File: config.mk
export PLATFORM = sky130hd
export DESIGN_NAME = elab_lane_fifo_flat
export DESIGN_NICKNAME = d
export VERILOG_FILES = /design/src/rtl/elab_lane_fifo_if.sv /design/src/rtl/elab_lane_fifo.sv /design/src/flat_wrapper.sv
export SDC_FILE = /design/constraint.sdc
export NUM_CORES = 1
export LEC_CHECK = 0
export CAP_MARGIN = 20
export CORE_MARGIN = 3
export CORE_UTILIZATION = 32
export DETAILED_ROUTE_END_ITERATION = 8
export PLACE_DENSITY = 0.59
export SLEW_MARGIN = 20
export SYNTH_ARGS = -nofsm -noshare
export SYNTH_HDL_FRONTEND = slang
export SYNTH_SLANG_ARGS = --single-unit
File: constraint.sdc
create_clock -name clk -period 6.71 [get_ports clk]
set_input_delay 1.342 -clock clk [delete_from_list [all_inputs] [get_ports clk]]
set_output_delay 1.342 -clock clk [all_outputs]
set_load 0.02 [all_outputs]
File: src/rtl/elab_lane_fifo_if.sv
// Handshake bundle for elab_lane_fifo: push side, pop side with lane rotation.
// Lane and entry types are rebuilt here from the same parameters as the FIFO.
interface elab_lane_fifo_if #(
    parameter int LANE_W = 6,
    parameter int NLANES = 4
);
    localparam int ROT_W = (NLANES > 1) ? $clog2(NLANES) : 1;

    typedef logic [LANE_W-1:0] lane_t;
    typedef lane_t [NLANES-1:0] entry_t;

    logic             wr_valid;
    logic             wr_ready;
    entry_t           wr_data;
    logic             rd_valid;
    logic             rd_ready;
    logic [ROT_W-1:0] rd_rot;
    entry_t           rd_data;

    modport master (
        output wr_valid, wr_data, rd_ready, rd_rot,
        input  wr_ready, rd_valid, rd_data
    );

    modport slave (
        input  wr_valid, wr_data, rd_ready, rd_rot,
        output wr_ready, rd_valid, rd_data
    );
endinterface

File: src/rtl/elab_lane_fifo.sv
// Synchronous FIFO of packed lane arrays, non-power-of-2 depth, rotated head read, high-water mark.
// Optional ELAB_LANE_FIFO_BYPASS_EN: an empty FIFO forwards wr_data straight to rd_data.
module elab_lane_fifo #(
    parameter int LANE_W = 6,
    parameter int NLANES = 4,
    parameter int DEPTH  = 5
) (
    input  logic                       clk,
    input  logic                       rst,
    elab_lane_fifo_if.slave            bus,
    output logic [$clog2(DEPTH+1)-1:0] count,
    output logic [$clog2(DEPTH+1)-1:0] hwm,
    output logic [31:0]                cfg_word
);
    typedef logic [LANE_W-1:0] lane_t;
    typedef lane_t [NLANES-1:0] entry_t;

    localparam int ENTRY_W = $bits(entry_t);
    localparam int PTR_W   = (DEPTH > 1) ? $clog2(DEPTH) : 1;
    localparam int CNT_W   = $clog2(DEPTH + 1);
    localparam int ROT_W   = (NLANES > 1) ? $clog2(NLANES) : 1;

    localparam logic [31:0] CFG_WORD = {16'($bits(entry_t)), 8'(DEPTH), 8'(NLANES)};

    logic [ENTRY_W-1:0] mem [DEPTH];

    logic [PTR_W-1:0] wr_ptr_reg;
    logic [PTR_W-1:0] rd_ptr_reg;
    logic [CNT_W-1:0] count_reg;
    logic [CNT_W-1:0] hwm_reg;
    logic [CNT_W-1:0] count_next;

    logic             empty;
    logic             full;
    logic             push;
    logic             pop;
    logic             bypass_take;
    logic             push_mem;
    logic             pop_mem;
    logic [ROT_W-1:0] rot_amt;
    entry_t           rot_src;
    entry_t           rot_out;

    function automatic logic [PTR_W-1:0] ptr_inc(input logic [PTR_W-1:0] p);
        return (p == PTR_W'(DEPTH - 1)) ? '0 : p + 1'b1;
    endfunction

    assign empty = (count_reg == '0);
    assign full  = (count_reg == CNT_W'(DEPTH));

`ifdef ELAB_LANE_FIFO_BYPASS_EN
    assign bus.rd_valid = !empty || bus.wr_valid;
    assign bypass_take  = empty && bus.wr_valid && bus.rd_ready;
`else
    assign bus.rd_valid = !empty;
    assign bypass_take  = 1'b0;
`endif

    assign bus.wr_ready = !full;
    assign push         = bus.wr_valid && !full;
    assign pop          = bus.rd_valid && bus.rd_ready;
    // A forwarded entry never touches storage, pointers or occupancy
    assign push_mem     = push && !bypass_take;
    assign pop_mem      = pop && !bypass_take;

    always_comb begin
        count_next = count_reg;
        if (push_mem && !pop_mem) begin
            count_next = count_reg + 1'b1;
        end else if (pop_mem && !push_mem) begin
            count_next = count_reg - 1'b1;
        end
    end

    always_ff @(posedge clk or posedge rst) begin
        if (rst) begin
            wr_ptr_reg <= '0;
            rd_ptr_reg <= '0;
            count_reg  <= '0;
            hwm_reg    <= '0;
        end else begin
            if (push_mem) begin
                wr_ptr_reg <= ptr_inc(wr_ptr_reg);
            end
            if (pop_mem) begin
                rd_ptr_reg <= ptr_inc(rd_ptr_reg);
            end
            count_reg <= count_next;
            if (count_next > hwm_reg) begin
                hwm_reg <= count_next;
            end
        end
    end

    // Storage has no reset; stale words are hidden by the empty mask below
    always_ff @(posedge clk) begin
        if (push_mem) begin
            mem[wr_ptr_reg] <= bus.wr_data;
        end
    end

    always_comb begin
        rot_src = '0;
        if (!empty) begin
            rot_src = entry_t'(mem[rd_ptr_reg]);
        end
`ifdef ELAB_LANE_FIFO_BYPASS_EN
        else if (bus.wr_valid) begin
            rot_src = bus.wr_data;
        end
`endif
    end

    // Out-of-range rotations fold back into 0..NLANES-1; a single lane always reads lane 0
    assign rot_amt = ROT_W'(int'(bus.rd_rot) % NLANES);

    for (genvar gi = 0; gi < NLANES; gi++) begin : g_rot
        logic [ROT_W-1:0] src_idx;
        assign src_idx     = ROT_W'((gi + int'(rot_amt)) % NLANES);
        assign rot_out[gi] = rot_src[src_idx];
    end

    assign bus.rd_data = rot_out;
    assign count       = count_reg;
    assign hwm         = hwm_reg;
    assign cfg_word    = CFG_WORD;
endmodule

File: src/flat_wrapper.sv
// flat-port wrapper written by rule: the top's interface ports become plain ports
module elab_lane_fifo_flat 
#(
    parameter int LANE_W = 6,
    parameter int NLANES = 4,
    parameter int DEPTH  = 5
)
  (clk, rst, count, hwm, cfg_word, bus_wr_valid, bus_wr_data, bus_rd_ready, bus_rd_rot, bus_wr_ready, bus_rd_valid, bus_rd_data);
  elab_lane_fifo_if #(.LANE_W(LANE_W), .NLANES(NLANES)) bus_i ();
  input  logic clk;
  input  logic rst;
  output logic [$clog2(DEPTH+1)-1:0] count;
  output logic [$clog2(DEPTH+1)-1:0] hwm;
  output logic [31:0] cfg_word;
  input wire logic [$bits(bus_i.wr_valid)-1:0] bus_wr_valid;
  input wire logic [$bits(bus_i.wr_data)-1:0] bus_wr_data;
  input wire logic [$bits(bus_i.rd_ready)-1:0] bus_rd_ready;
  input wire logic [$bits(bus_i.rd_rot)-1:0] bus_rd_rot;
  output wire logic [$bits(bus_i.wr_ready)-1:0] bus_wr_ready;
  output wire logic [$bits(bus_i.rd_valid)-1:0] bus_rd_valid;
  output wire logic [$bits(bus_i.rd_data)-1:0] bus_rd_data;
  assign bus_i.wr_valid = bus_wr_valid;
  assign bus_i.wr_data = bus_wr_data;
  assign bus_i.rd_ready = bus_rd_ready;
  assign bus_i.rd_rot = bus_rd_rot;
  assign bus_wr_ready = bus_i.wr_ready;
  assign bus_rd_valid = bus_i.rd_valid;
  assign bus_rd_data = bus_i.rd_data;
  elab_lane_fifo #(.LANE_W(LANE_W), .NLANES(NLANES), .DEPTH(DEPTH)) u_core (.clk(clk), .rst(rst), .bus(bus_i), .count(count), .hwm(hwm), .cfg_word(cfg_word));
endmodule
==> impl_metrics.toml <==
[setup_path]
crit_path_end_kind = "output pin"
path_common_cell = "clkdlybuf4s50_1"
crit_chain = "clkdlybuf4s50_1 -> buf_4 -> nor2_2 -> buf_8 -> a22o_1 -> a221o_1 -> nor2_1 -> o221a_2 -> clkdlybuf4s50_1"
cp-start-kind = "input pin"
crit_fanout = 27
cpPeakStageDelay_ns = 0.61
slowest_stage = "clkdlybuf4s50_1"
required_ns = 5.37
crit_type = "input pin to output pin"
arrival_ns = 4.25

[drt]
drtIter0Drc = 272
vias = 4151
drt_wl_total_um = 15200
drt_pass1_iterations = 5
final_antenna_net_count = 0
viasPerCell = 5.09
drc_errors = 0
wl_per_cell_um = 18.7

[finish]
diodes = 0
regMostFlops = "u_core.mem"
largest_reg_flops = 120
synthToLayoutAreaGrowth_pct = 20.1
nets = 578
drive_above_1_share_pct = 16.2
fillers = 1818

[pwr]
power_density_mw_per_mm2 = 463
ir_worst_vdd_uv = 297
p_leak_nw = 2.81

[sta]
slew_viol_final = 0
fmax_ghz = 0.179
hold_violations = 0
final.period_utilization_pct = 83.3
finalSetupTns_ns = 0
fin_ws_ns = 1.12
setup_viol = 0
whs_ns = 0.546
tightestPinTransition_ns = 1.06
finClkSkew_ns = 0.00612
period_needed_ns = 5.59
max_slew_margin_pct = 29.0
rsz0062_at_grt = "false"

[die]
die_y_um = 149
placementRows = 51
die-area_mm2 = 0.0221
die_x_um = 149
start_util_pct = 33.0
core_area_mm2 = 0.0197
ios = 94

[placement]
dpl_worst_slack_ns = 1.01
gp_congestion = 0.766
portBuffers = 61
dp_hpwl_um = 10000

[yosys]
syn_area_per_cell_um2 = 13.7
yosysTopAreaCell = "edfxtp_1"
postSynthCellCount = 477
synth_top_area_share_pct = 55.3
synth_cell_types = 45
yosys_warnings = 0
synth.top_cells.by_area = "edfxtp_1 55%, mux2i_1 7.5%, mux2_2 5.0%"
synth_seq_cells = 132
synth_area_mm2 = 0.00651
seq_area_frac_synth_pct = 60.0

[clock_network]
ctsLongestPathBuffers = 2
cts_resized = 0
clkSinkCount = 132
clk_latency_ns = 0.42
clkSlewWorstSetupHoldPaths_ns = 0.06
cts_tree = "built"
cts_root_buf = "clkbuf_16"
cts_buffers = 17
cts_max_level = 4
postCtsHoldBufs = 0
cts_setup_buffers = 0

[outcome]
status = "complete, no violations"

[grt]
track_usage_pct = 14.0
grt_pass1_wl_um = 23200
antenna_found_initial = 0
gr-total-overflow = 0
grt_max_degree = 52
first_global_vias = 4028

[run]
cap_viol_max_count = 0

[min_path]
hold_path.class = "flop to flop"
-- critical path, delay by kind of cell --
family | cells | cell delay (ns)
buffers and inverters | 4 | 1.78
AO/OA/AOI/OAI | 3 | 0.69
AND/OR/NAND/NOR | 2 | 0.43
-- final cells by class --
type                    instances  area [um2]  area share, %
flip-flops and latches        132        3910           49.9
multi-input cells             301        2260           28.8
repair buffers                 74         728           9.31
clock buffers                  17         425           5.44
well taps                     265         332           4.24
clock inverters                15         134           1.71
inverters                      11        41.3          0.528
-- cells in the final DEF (no fill, tap or decap), types with 2 or more instances in the layout --
master / n
a21o_1: 2
a21oi_1: 26
a222oi_1: 5
a22o_1: 6
a22oi_1: 18
a32oi_1: 12
and3_1: 5
buf_4: 11
clkbuf_16: 17
clkdlybuf4s50_1: 61
clkinv_1: 2
clkinv_4: 4
clkinvlp_4: 4
conb_1: 32
dfrtp_1: 11
edfxtp_1: 120
ha_1: 11
inv_1: 10
inv_6: 3
mux2_2: 29
mux2i_1: 49
nand2_1: 44
nand2b_1: 3
nand3_1: 2
nor2_1: 4
nor4_2: 4
o21ai_0: 7
o221a_1: 8
o221a_2: 4
o22ai_1: 12
xnor2_1: 2
-- per-stage QoR --
stage | utilization, % | area, um2 | total power, W | instances
2_1_floorplan | - | 6620 | 0.00225 | 507
3_3_place_gp | 36.7 | 7230 | 0.00272 | 781
3_5_place_dp | 36.7 | 7230 | 0.00276 | 781
4_1_cts | 39.5 | 7790 | 0.00363 | 813
5_1_grt | 39.7 | 7820 | 0.00382 | 815
6_report | 39.7 | 7820 | 0.00362 | 815
-- kinds of logic (layout without fill, tap and decap cells) --
| family | Yosys count | after routing | share of synthesized area, % |
|---|---|---|---|
| mux | 78 | 78 | 12.5 |
| other cells | 2 | 32 | 0.115 |
| compound gates | 108 | 108 | 12.3 |
| flops | 132 | 132 | 60.0 |
| buf+inv | 74 | 117 | 7.51 |
| xor+xnor | 4 | 4 | 0.653 |
| fa+ha+maj | 11 | 11 | 2.11 |
| simple gates | 68 | 68 | 4.80 |
-- per-layer routing --
metal / share of wire [%] / global-route usage (%)
met5: 0 / 0
met4: 1.2 / 4.80
met3: 6.2 / 3.75
met2: 49 / 23.1
met1: 44 / 17.8
-- final timing paths --
kind | slack, ns | endpoint | cells after the start | start
max | 1.12 | bus_rd_data[10] | 9 | bus_rd_rot[0]
max reg2reg | 3.34 | u_core.hwm[2]$_DFFE_PP0N_ | 13 | u_core.count[0]$_DFF_PP0_
min | 0.55 | u_core.hwm[1]$_DFFE_PP0N_ | 1 | u_core.hwm[1]$_DFFE_PP0N_
max in group asynchronous | 5.12 | u_core.rd_ptr_reg[1]$_DFFE_PP0P_ | 2 | rst
min reg2reg | 0.55 | u_core.hwm[1]$_DFFE_PP0N_ | 1 | u_core.hwm[1]$_DFFE_PP0N_
min in group asynchronous | 1.24 | u_core.wr_ptr_reg[1]$_DFFE_PP0P_ | 2 | rst
-- cells in the mapped netlist, drive strengths merged --
master	n
a22oi	18
nand2b	3
inv	11
and3	5
nand3	2
o221a	12
and2	1
o22ai	12
nor4	4
ha	11
dfrtp	12
conb	2
a21bo	1
a221o	1
nand2	45
a211oi	1
nor2b	1
xor2	1
nor2	6
edfxtp	120
a21boi	1
a21oi	26
o211ai	1
xnor2	3
mux2i	49
a222oi	5
a32o	1
and4	1
a22o	6
a32oi	12
a31oi	1
mux2	29
o21ai	8
buf	55
clkbuf	8
a21o	2
-- power breakdown --
group	total, W	internal, W	switching [W]
Clock	0.000863	0.000510	0.000353
Sequential	0.00116	0.00107	0.0000970
Combinational	0.00160	0.000691	0.000906
Total	0.00362	0.00227	0.00136
(Power assumes the default switching activity.)
